File: config.mk
export PLATFORM = sky130hd
export DESIGN_NAME = timer_prog
export DESIGN_NICKNAME = d
export VERILOG_FILES = /design/src/rtl/timer_pkg.sv /design/src/rtl/timer_prescaler.sv /design/src/rtl/timer_prog.sv
export SDC_FILE = /design/constraint.sdc
export NUM_CORES = 1
export LEC_CHECK = 0
export ABC_AREA = 0
export BUFFER_PORTS_ARGS = -buffer_cell sky130_fd_sc_hd__buf_2
export CORE_ASPECT_RATIO = 1.5
export CORE_MARGIN = 2
export CORE_UTILIZATION = 35
export DETAILED_ROUTE_END_ITERATION = 6
export PLACE_DENSITY_LB_ADDON = 0.12
export RECOVER_POWER = 100
export SYNTH_ARGS = -nofsm -noshare
export SYNTH_HDL_FRONTEND = slang
export SYNTH_HIERARCHICAL = 1
export SYNTH_SLANG_ARGS = --single-unit
File: constraint.sdc
create_clock -name clk -period 4.3 [get_ports clk]
set_input_delay 0.645 -clock clk [delete_from_list [all_inputs] [get_ports clk]]
set_output_delay 0.645 -clock clk [all_outputs]
set_load 0.05 [all_outputs]
File: src/rtl/timer_pkg.sv
// ---------------------------------------------------------------------------
// timer_pkg
// Shared definitions for the programmable timer (timer_prog) and its
// prescaler. It holds the FSM state encodings, the counting-direction
// encodings and the enumerated state type built from those encodings.
// ---------------------------------------------------------------------------
package timer_pkg;

    // FSM state encodings
    localparam logic [1:0] ST_IDLE  = 2'd0;
    localparam logic [1:0] ST_RUN   = 2'd1;
    localparam logic [1:0] ST_PAUSE = 2'd2;
    localparam logic [1:0] ST_DONE  = 2'd3;

    // Counting direction, latched from t_mode at start
    localparam logic MODE_UP   = 1'b0;
    localparam logic MODE_DOWN = 1'b1;

    typedef enum logic [1:0] {
        S_IDLE  = ST_IDLE,
        S_RUN   = ST_RUN,
        S_PAUSE = ST_PAUSE,
        S_DONE  = ST_DONE
    } state_t;

endpackage

File: src/rtl/timer_prescaler.sv
// ---------------------------------------------------------------------------
// timer_prescaler
// Divides clk into count steps. The counter runs 0..DIV-1 while run is high
// and wraps to 0 at DIV-1. tick is asserted combinationally in the cycle the
// counter sits at DIV-1 with run high, so the owner acts on the wrap edge.
// The count is held while run is low, which preserves phase across a pause.
//
// Parameters:
//   DIV   clk cycles per tick (>= 1); DIV = 1 ticks on every run cycle.
// Ports:
//   clk   in   system clock, rising edge
//   rst   in   asynchronous reset, active low
//   run   in   advance the counter this cycle
//   clr   in   synchronous clear of the counter (wins over run)
//   tick  out  high in the cycle the counter wraps
// ---------------------------------------------------------------------------
module timer_prescaler
    import timer_pkg::*;
#(
    parameter int DIV = 10
) (
    input  logic clk,
    input  logic rst,
    input  logic run,
    input  logic clr,
    output logic tick
);

    // A 1-bit counter is kept even for DIV = 1 so the vector is never empty.
    localparam int PW = (DIV > 1) ? $clog2(DIV) : 1;
    localparam logic [PW-1:0] LAST = PW'(DIV - 1);

    logic [PW-1:0] r_cnt;
    logic          w_last;

    assign w_last = (r_cnt == LAST);
    assign tick   = run & w_last;

    always_ff @(posedge clk or negedge rst) begin
        if (!rst) begin
            r_cnt <= '0;
        end else if (clr) begin
            r_cnt <= '0;
        end else if (run) begin
            r_cnt <= w_last ? '0 : r_cnt + PW'(1);
        end
    end

endmodule

File: src/rtl/timer_prog.sv
// ---------------------------------------------------------------------------
// timer_prog
// Programmable up/down timer with prescaler, single-button start/pause/
// resume, terminal-count stop and synchronous clear. The consumer samples
// t_out in the cycle t_valid pulses.
//
// Optional feature (macro TIMER_LAP_EN): adds t_lap_req / t_lap, a lap
// register that captures the count visible in a RUN or PAUSE cycle.
//
// Parameters:
//   WIDTH  width of t_out, t_load and t_lap (arithmetic modulo 2^WIDTH)
//   DIV    clk cycles per count step (>= 1)
// Ports:
//   clk        in   system clock, rising edge
//   rst        in   asynchronous reset, active low
//   t_en       in   start/pause/resume button, rising edge acted on
//   t_clr      in   synchronous clear, active high
//   t_mode     in   0 = up, 1 = down (sampled at start)
//   t_load     in   up: terminal value (0 = free run); down: start value
//   t_lap_req  in   capture request (TIMER_LAP_EN only)
//   t_lap      out  captured count (TIMER_LAP_EN only)
//   t_tick     out  one-cycle pulse per prescaler wrap while running
//   t_valid    out  one-cycle pulse, t_out holds a freshly stepped value
//   t_done     out  level, high in DONE
//   t_out      out  current count
// ---------------------------------------------------------------------------
module timer_prog
    import timer_pkg::*;
#(
    parameter int WIDTH = 16,
    parameter int DIV   = 10
) (
    input  logic             clk,
    input  logic             rst,
    input  logic             t_en,
    input  logic             t_clr,
    input  logic             t_mode,
    input  logic [WIDTH-1:0] t_load,
`ifdef TIMER_LAP_EN
    input  logic             t_lap_req,
    output logic [WIDTH-1:0] t_lap,
`endif
    output logic             t_tick,
    output logic             t_valid,
    output logic             t_done,
    output logic [WIDTH-1:0] t_out
);

    state_t           r_state;
    logic             r_en_q;
    logic             r_mode;
    logic [WIDTH-1:0] r_load;

    logic             w_ev;
    logic             w_start;
    logic             w_run;
    logic             w_presc_clr;
    logic             w_tick;
    logic [WIDTH-1:0] w_step;
    logic             w_hit;

    // Next count value in the latched direction (wraps modulo 2^WIDTH)
    function automatic logic [WIDTH-1:0] f_step(input logic mode,
                                                input logic [WIDTH-1:0] val);
        return (mode == MODE_DOWN) ? val - WIDTH'(1) : val + WIDTH'(1);
    endfunction

    assign w_ev    = t_en & ~r_en_q;
    assign w_start = w_ev & ((r_state == S_IDLE) | (r_state == S_DONE));

    // Pause wins over a tick landing in the same cycle: the prescaler is
    // frozen whenever a button edge or clear arrives, so no step is lost
    // or double-counted and the phase is kept for resume.
    assign w_run       = (r_state == S_RUN) & ~w_ev & ~t_clr;
    assign w_presc_clr = t_clr | w_start;

    assign w_step = f_step(r_mode, t_out);
    // Up with load 0 free-runs through the wrap; any other terminal is a stop.
    assign w_hit  = (r_mode == MODE_DOWN) ? (w_step == '0)
                                          : ((r_load != '0) && (w_step == r_load));

    timer_prescaler #(
        .DIV (DIV)
    ) u_presc (
        .clk  (clk),
        .rst  (rst),
        .run  (w_run),
        .clr  (w_presc_clr),
        .tick (w_tick)
    );

    always_ff @(posedge clk or negedge rst) begin
        if (!rst) begin
            r_state <= S_IDLE;
            r_en_q  <= 1'b0;
            r_mode  <= MODE_UP;
            r_load  <= '0;
            t_tick  <= 1'b0;
            t_valid <= 1'b0;
            t_done  <= 1'b0;
            t_out   <= '0;
        end else begin
            r_en_q  <= t_en;
            t_tick  <= 1'b0;
            t_valid <= 1'b0;
            if (t_clr) begin
                // Clear beats any button edge in the same cycle.
                r_state <= S_IDLE;
                t_out   <= '0;
                t_done  <= 1'b0;
            end else begin
                case (r_state)
                    S_IDLE, S_DONE: begin
                        if (w_ev) begin
                            r_mode <= t_mode;
                            r_load <= t_load;
                            t_done <= 1'b0;
                            if (t_mode == MODE_DOWN) begin
                                t_out <= t_load;
                                // Counting down from 0 has nothing to do.
                                if (t_load == '0) begin
                                    r_state <= S_DONE;
                                    t_done  <= 1'b1;
                                end else begin
                                    r_state <= S_RUN;
                                end
                            end else begin
                                t_out   <= '0;
                                r_state <= S_RUN;
                            end
                        end
                    end
                    S_RUN: begin
                        if (w_ev) begin
                            r_state <= S_PAUSE;
                        end else if (w_tick) begin
                            t_tick  <= 1'b1;
                            t_valid <= 1'b1;
                            t_out   <= w_step;
                            if (w_hit) begin
                                r_state <= S_DONE;
                                t_done  <= 1'b1;
                            end
                        end
                    end
                    S_PAUSE: begin
                        if (w_ev) begin
                            r_state <= S_RUN;
                        end
                    end
                    default: r_state <= S_IDLE;
                endcase
            end
        end
    end

`ifdef TIMER_LAP_EN
    logic [WIDTH-1:0] r_lap;

    // Captures the pre-step count visible in the request cycle.
    always_ff @(posedge clk or negedge rst) begin
        if (!rst) begin
            r_lap <= '0;
        end else if (t_clr) begin
            r_lap <= '0;
        end else if (t_lap_req && ((r_state == S_RUN) || (r_state == S_PAUSE))) begin
            r_lap <= t_out;
        end
    end

    assign t_lap = r_lap;
`else
    // Lap capture not built: no lap register and no lap ports.
`endif

endmodule
# After elaboration in Yosys (flattened, before gate mapping)
# Index checks and enable logic that the tools add are counted.
[totals]
reg_bits = 42
in_bits = 21
out_inout_bits = 19
wordCells = 77
[classes]
addsub = 3
eq_ne = 12
mux = 32
bitwise = 10
reduce_logical = 12
[ops]
columns = ["operator", "count"]
rows = [
  ["2-to-1 mux 16 bit", 6],
  ["zero test 16 bit", 2],
  ["case mux 16 bit (2 select lines)", 1],
  ["adder 16 x 1 -> 16 bit, second input constant", 1],
  ["== test 16 bit", 1],
  ["2-to-1 mux 2 bit", 8],
  ["nonzero test 16 bit", 1],
  ["subtractor 16 x 1 -> 16 bit, second input constant", 1],
  ["2-to-1 mux 1 bit", 12],
  ["2-to-1 mux 4 bit", 3],
  ["inequality test 3 bit, second input constant", 4],
  ["AND reduction 4 bit", 2],
  ["case mux 2 bit (3 select lines)", 1],
  ["AND 1 bit", 5],
  ["AND reduction 5 bit", 1],
  ["adder 4 x 1 -> 4 bit, second input constant", 1],
  ["== test 2 bit, second input constant", 2],
  ["== test 4 bit, second input constant", 1],
  ["inequality test 4 x 3 -> 1 bit, second input constant", 1],
  ["inequality test 4 bit, second input constant", 1],
  ["inequality test 3 x 2 -> 1 bit, second input constant", 1],
  ["inverter 1 bit", 3],
  ["AND reduction 3 bit", 1],
  ["nonzero test 3 bit", 1],
  ["7 further kinds", 8],
]

# Logic depth before layout (Yosys ltp)
# Gate-level depths: netlist (run 1).
[logic_depth]
ltp_word = 10
depth_mapped = 13
ltp_nobuf = 12

# Cells and area by module
# Netlist (run 1), hierarchy kept.
[by_module_without_submodules]
columns = ["module", "n_inst", "cells_per_inst", "area_per_inst_um2", "seq_area_each_um2"]
rows = [
  ["timer_prog", 1, 338, 3070.4, 950.9],
  ["timer_prescaler", 1, 26, 241.5, 100.1],
]

# Worst setup path after synthesis (run 1)
# No wires, ideal clock.
[synth_timing]
kind = "reg2reg"
start = "reg t_out[0]"
end = "reg t_done"
setup_time_ns = 0.087
arrival_time_ns = 3.144
t_required_ns = 4.213
path_slack_ns = 1.070
path_stages_with_launch = 11
path_buffers = 0
path_cell_list = "dfrtp_1 -> fa_1 -> a21o_1 -> a21oi_1 -> xnor3_1 -> or3_1 -> nor4_1 -> nand4b_1 -> nor4_2 -> o31ai_2 -> a211oi_2"
[synth_between]
elab_chain_len = 7
word_cells_on_any_way = 9
cone_classes = "add/sub (2); eq/ne (2); mux (2); reduce/logical (3)"
[synth_rtl]
columns = ["element", "line_no", "text"]
rows = [
  ["from (decl)", "timer_prog.sv:46", "output logic [WIDTH-1:0] t_out"],
  ["from (signal assigned)", "timer_prog.sv:119", "t_out <= t_load;"],
  ["from (signal assigned)", "timer_prog.sv:139", "t_out <= w_step;"],
  ["adder 16 x 1 -> 16 bit / subtractor 16 x 1 -> 16 bit (equally long branches)", "timer_prog.sv:65", "return (mode == MODE_DOWN) ? val - WIDTH'(1) : val + WIDTH'(1);"],
  ["2-to-1 mux 16 bit (*)", "timer_prog.sv:65", ""],
  ["== test 16 bit", "timer_prog.sv:80", ": ((r_load != '0) && (w_step == r_load));"],
  ["logical AND 1 bit", "timer_prog.sv:80", ""],
  ["2-to-1 mux 1 bit (*)", "timer_prog.sv:79", "assign w_hit = (r_mode == MODE_DOWN) ? (w_step == '0)"],
  ["inequality test 3 bit (no source line) (*)", "n/a", ""],
  ["AND reduction 5 bit (no source line) (*)", "n/a", ""],
  ["to (signal assigned)", "timer_prog.sv:100", "t_done <= 1'b0;"],
  ["to (signal assigned)", "timer_prog.sv:110", "t_done <= 1'b0;"],
  ["to (signal assigned)", "timer_prog.sv:117", "t_done <= 1'b0;"],
  ["to (decl)", "timer_prog.sv:45", "output logic t_done,"],
]
# Every way passes the cells marked *; elsewhere a longest branch is shown, timed or not.
# A chain may end at the register's enable or synchronous reset.

# Worst setup path after layout (run 1)
[layout_timing]
start = "reg r_mode"
end = "reg t_done"
[layout_between]
elab_chain_len = 6
word_cells_on_any_way = 7
cone_classes = "eq/ne (2); mux (2); reduce/logical (3)"
[layout_rtl]
columns = ["element", "line_no", "text"]
rows = [
  ["from (decl)", "timer_prog.sv:51", "logic r_mode;"],
  ["from (signal assigned)", "timer_prog.sv:115", "r_mode <= t_mode;"],
  ["2-to-1 mux 16 bit", "timer_prog.sv:65", ""],
  ["== test 16 bit", "timer_prog.sv:80", ""],
  ["logical AND 1 bit", "timer_prog.sv:80", ""],
  ["2-to-1 mux 1 bit (*)", "timer_prog.sv:79", ""],
  ["inequality test 3 bit (no source line) (*)", "n/a", ""],
  ["AND reduction 5 bit (no source line) (*)", "n/a", ""],
]
# Marked as above.

==> metrics, run 1 <==
FF+latch count, synth=42; largest net degree at the start of global routing=43; relative slew slack=-0.586; chip height=123 microns; worst endpoint required time=4.51 ns; YS warnings=6; CP Capture Type=register; initial cell density of the core=0.358; H-Tree Level Count=2; async set-reset flop share out of synthesis=1.00; Reg clk slew, reported paths=0.07 ns; failing checks=capacitance limit, slew limit; Critical R2R Launch=r_mode; Final #Nets=439; Util after Layout=0.402; Clock Skew=between 0.007 and 0.008 ns; initial antenna violation count=0; Post-Syn Area=3310 sq um; FP Rows=43; r2r worst-path depth=10; worst hold path class=in -> reg; unrepaired setup endpoints after global routing=no; top_reg_cell synth=dfrtp_1; instance count on the critical path=10; Final Hold Vio Count=0; critical path launch point type=register; Arrival @ worst endpoint=just over 4 ns; period utilization=0.892; Setup WS pre-CTS=slightly below 0.5 ns; Slowest cell on crit path=a221oi_1; Synth Net Count=a little over 400; setup TNS=0 ns; Core ar.=around 9000 sq um; buffers added on ports=39; Tightest Pin Transition=2.38 ns; fmax=261 MHz; ant diodes=0; Worst Setup Slack, final=0.465 ns; first-pass GRT wire length=~16 mm; Total GRT Usage=0.202; Max Cap Viol=1; clk root buf=clkbuf_16; CTS max path bufs=2; number of setup buffers added after CTS=0; Via-to-Cell Ratio=about 5.8; WL/cell=around 19 microns; DRC viols=0; Hold Buf Count CTS=0; Crit path max-delay family=compound AO/OA/AOI/OAI gates; crit path to=t_done; grt ovf=0; min Tclk post-route=3.84 ns; Seq/Total Area, Yosys=0.317; status=finished, violations left; R2R setup slack=0.46 ns; drt first pass iters=4; layout cells sized above 1=0.145; post-cts resize count=0; maximum fanout along the worst path=11; Die Span X=83.4 microns; Max Slew Vio Count=43; clk sinks=42; vias in the first global route=3062; Routed Antenna Nets=0; Post-synth EDFFs=0; final setup fails=0; Synth-to-Final Area Change=12.4%; CP bufs+invs=0; starting DRC count in detailed routing=154; Hold Startpoint=t_en; VDD IR max=between 0.5 and 0.6 mV; worst-skew pair later-pin latency=0.30 ns; P_leak=1.52 nW; synth unique cells=65; Power Density=788 nW/um^2; Non-Filler Instances=511; Post-Syn Instances=364; die area=a little over 10000 sq um; Post-DP HPWL=7.63 mm; routed wire length=roughly 10 mm; max incr delay on CP=0.74 ns; Syn Area/Cell=9.10 sq um; TritonCTS clock tree=built; CP Class=reg -> reg; crit-path cells=ha_1 > a21o_1 > a21oi_1 > nand2_1 > a221oi_1 > xnor2_1 > nand4b_1 > nor4_2 > o31ai_2 > a211oi_2; fillers=959; commonest non-fill, non-tap cell in the layout=dfrtp_1; CTS Buf Count=5; Top Ports=40; Vias=a little under 3000; crit path from=r_mode; FF-to-FF End=t_done; Placed Instances=503; commonest cells after routing, fill and taps aside=dfrtp_1, nor2_1, clkbuf_1; Final GP Congestion=0.898
## worst register-to-register path, delay by kind of cell (launching register included)
| family | cells | cell delay (ns) |
|---|---|---|
| AOI/OAI and AO/OA | 5 | 1.73 |
| xor gates and xnor gates | 1 | 0.19 |
| adders and majority gates | 1 | 0.44 |
| DFF | 1 | 0.59 |
| and+or+nand+nor | 3 | 0.79 |
## logic make-up after synthesis
family / share of synthesized area
compound gates: 0.227
xor+xnor: 0.0744
fa+ha+maj: 0.0778
buf+inv: 0.0363
flops: 0.317
mux: 0.0604
simple gates: 0.206
## metal layers
metal  vias up  share of wire  GRT usage
met5         -              0          0
met2        56           0.52      0.362
li1       1451              -          -
met3        29          0.026     0.0300
met4         0          0.046      0.116
met1      1437           0.41      0.230
## metrics by stage
| step | instance area (sq um) | power [mW] | hold slack [ns] |
|---|---|---|---|
| final | 3720 | 2.93 | 0.493 |
| after global routing | 3720 | 3.16 | 0.501 |
| after CTS | 3780 | 2.97 | 0.480 |
| after detailed placement | 3640 | 2.57 | 0.531 |
| after global placement | 3640 | 2.56 | 0.532 |
| after floorplan | 3310 | 2.07 | 0.349 |
## registers in the layout (all words and copies together), names as in the netlist
name and cells:
r_load 16, t_out 16, u_presc/r_cnt 4, r_state 2, r_en_q 1, r_mode 1
t_done 1, t_valid 1
## power by group
group	internal [mW]	total, mW	switching, mW
sequential	0.521	0.683	0.162
combinational	0.735	1.86	1.12
clock	0.216	0.392	0.176
## how the worst min path moves through the flow
stage                         to  slack [ns]  cells past startpoint
after CTS                 r_en_q        0.48                      1
after detailed placement  t_done        0.53                      2
final                     r_en_q        0.49                      1
after floorplan           r_en_q        0.35                      0
after global placement    t_done        0.53                      2
after global routing      r_en_q        0.50                      1
## synthesized netlist by cell type, types with 3 or more instances
cell / count / share of area
a211oi_1: 19 / 0.043
a21o_1: 7 / 0.016
a21oi_1: 19 / 0.029
a22oi_1: 12 / 0.027
a31oi_1: 4 / 0.0076
and2_1: 3 / 0.0057
and3_1: 8 / 0.015
buf_2: 3 / 0.0045
clkbuf_1: 14 / 0.016
dfrtp_1: 42 / 0.32
ha_1: 19 / 0.072
inv_1: 12 / 0.014
mux2_2: 16 / 0.054
nand2_1: 18 / 0.020
nand2b_1: 4 / 0.0076
nand3b_1: 5 / 0.011
nand4_1: 6 / 0.011
nor2_1: 31 / 0.035
nor2b_1: 4 / 0.0076
nor3_1: 12 / 0.018
nor4_1: 13 / 0.025
o2111ai_1: 3 / 0.0079
o211ai_1: 4 / 0.0091
o21ai_0: 12 / 0.018
xnor2_1: 18 / 0.048
xor2_1: 5 / 0.013
## layout make-up
type	instances	area (sq um)	area share
multi-input combinational	292	2140	0.574
sequential	42	1050	0.282
timing repair buffer	45	204	0.0548
tap	112	140	0.0377
clock buffer	5	125	0.0336
inverter	12	45.0	0.0121
clock inverter	3	18.8	0.00504
(Power assumes the default switching activity.)
==> run 2: changes to the inputs <==
--- a/config.mk
+++ b/config.mk
@@ -9,8 +9,9 @@
 export BUFFER_PORTS_ARGS = -buffer_cell sky130_fd_sc_hd__buf_2
 export CORE_ASPECT_RATIO = 1.5
 export CORE_MARGIN = 2
-export CORE_UTILIZATION = 35
+export CORE_UTILIZATION = 38
 export DETAILED_ROUTE_END_ITERATION = 6
+export GPL_ROUTABILITY_DRIVEN = 1
 export PLACE_DENSITY_LB_ADDON = 0.12
 export RECOVER_POWER = 100
 export SYNTH_ARGS = -nofsm -noshare
==> metrics, run 2 (same netlist as run 1, synthesis figures left out) <==
status=finished, violations left; Die Span X=80.2 microns; Total GRT Usage=0.219; Setup WS pre-CTS=between 0.5 and 0.6 ns; Synth-to-Final Area Change=12.2%; CP bufs+invs=0; routed wire length=9.84 mm; Final #Nets=439; unrepaired setup endpoints after global routing=no; fmax=about 270 MHz; relative slew slack=-0.586; initial cell density of the core=0.391; Hold Startpoint=t_en; Util after Layout=0.439; Post-DP HPWL=between 7 and 8 mm; crit path from=r_mode; Hold Path Depth=1; Slowest cell on crit path=a221oi_1; TritonCTS clock tree=built; min Tclk post-route=between 3 and 4 ns; register area=~1100 sq um; Largest regs=r_load x16, t_out x16, u_presc/r_cnt x4; Max Slew Vio Count=43; hold endpoint=r_en_q; setup TNS=0 ns; R2R setup slack=0.57 ns; Reg clk slew, reported paths=about 0.060 ns; Crit path max-delay family=compound AO/OA/AOI/OAI gates; Routed Antenna Nets=0; worst hold path class=in -> reg; Final GP Congestion=0.901; CTS max path bufs=2; Arrival @ worst endpoint=between 3 and 4 ns; layout cells sized above 1=0.145; commonest non-fill, non-tap cell in the layout=dfrtp_1; grt ovf=0; Worst Setup Slack, final=roughly 0.57 ns; Non-Filler Instances=506; drt first pass iters=4; max incr delay on CP=0.66 ns; critical path launch point type=register; Top Ports=40; starting DRC count in detailed routing=149; Hold Buf Count CTS=0; FF-to-FF End=t_done; clk sinks=between 40 and 50; Placed Instances=between 400 and 500; final setup fails=0; CTS Buf Count=5; FP Rows=41; clk root buf=clkbuf_16; P_leak=about 1.5 nW; period utilization=0.868; Tightest Pin Transition=2.38 ns; WL/cell=19.4 microns; DRC viols=0; largest net degree at the start of global routing=43; Power Density=787 nW/um^2; CP Capture Type=register; die area=between 9000 and 10000 sq um; commonest cells after routing, fill and taps aside=dfrtp_1, nor2_1, clkbuf_1; worst endpoint required time=4.52 ns; Critical R2R Launch=r_mode; buffers added on ports=39; vias in the first global route=roughly 2900; crit-path cells=ha_1 > a21o_1 > a21oi_1 > nand2_1 > a221oi_1 > xnor2_1 > o2111ai_1 > nor4_2 > o31ai_1 > a211oi_2; H-Tree Level Count=2; failing checks=capacitance limit, slew limit; multi-input gate area in the final layout=~2100 sq um; CP Class=reg -> reg; post-cts resize count=0; Max Cap Viol=1; initial antenna violation count=0; Vias=3006; number of setup buffers added after CTS=0; chip height=118 microns; Via-to-Cell Ratio=5.94; r2r worst-path depth=10; Clock Skew=around 0.0053 ns; VDD IR max=0.344 mV; first-pass GRT wire length=15.8 mm; worst-skew pair later-pin latency=0.30 ns; maximum fanout along the worst path=11; Final Total Pwr=2.92 mW; ant diodes=0; Final Hold Vio Count=0; Core ar.=approximately 8500 sq um; fillers=891
==> run 2: power breakdown <==
part	internal, mW	switching [mW]
clock network	0.216	0.177
registers	0.521	0.155
logic	0.730	1.13
total	1.47	1.46
==> run 2: worst max path at each step <==
stage | end | slack, ns | cells past startpoint
final | t_done | 0.57 | 10
after global routing | t_done | 0.19 | 10
after CTS | t_done | 0.57 | 10
after detailed placement | t_done | 0.59 | 10
after global placement | t_done | 0.55 | 10
after floorplan | t_done | 1.07 | 10
==> run 2: worst register-to-register path, delay by kind of cell, from the launching register on <==
kind | cells | cell delay (ns)
xor gates and xnor gates | 1 | 0.20
AOI/OAI and AO/OA | 6 | 1.83
adders and majority gates | 1 | 0.48
DFF | 1 | 0.49
and+or+nand+nor | 2 | 0.65
==> run 2: through the flow <==
stage,cell area [sq um],hold slack [ns]
floorplan,3310,0.349
global placement,3630,0.530
detailed placement,3630,0.540
CTS,3770,0.480
global route,3710,0.497
finish,3710,0.489
==> run 2: final cells by class <==
cell class	count	area share
timing repair buffer	45	0.0559
clock buffer	5	0.0337
inverter	12	0.0121
clock inverter	3	0.00505
multi-input combinational	292	0.574
tap	107	0.0360
sequential	42	0.283
==> run 2: metal layers <==
metal | vias up | wire length (microns) | track usage
met3 | 20 | 311 | 0.0344
met5 | - | 0 | 0
met1 | 1466 | 4100 | 0.270
li1 | 1455 | - | -
met4 | 0 | 347 | 0.0911
met2 | 65 | 5080 | 0.371
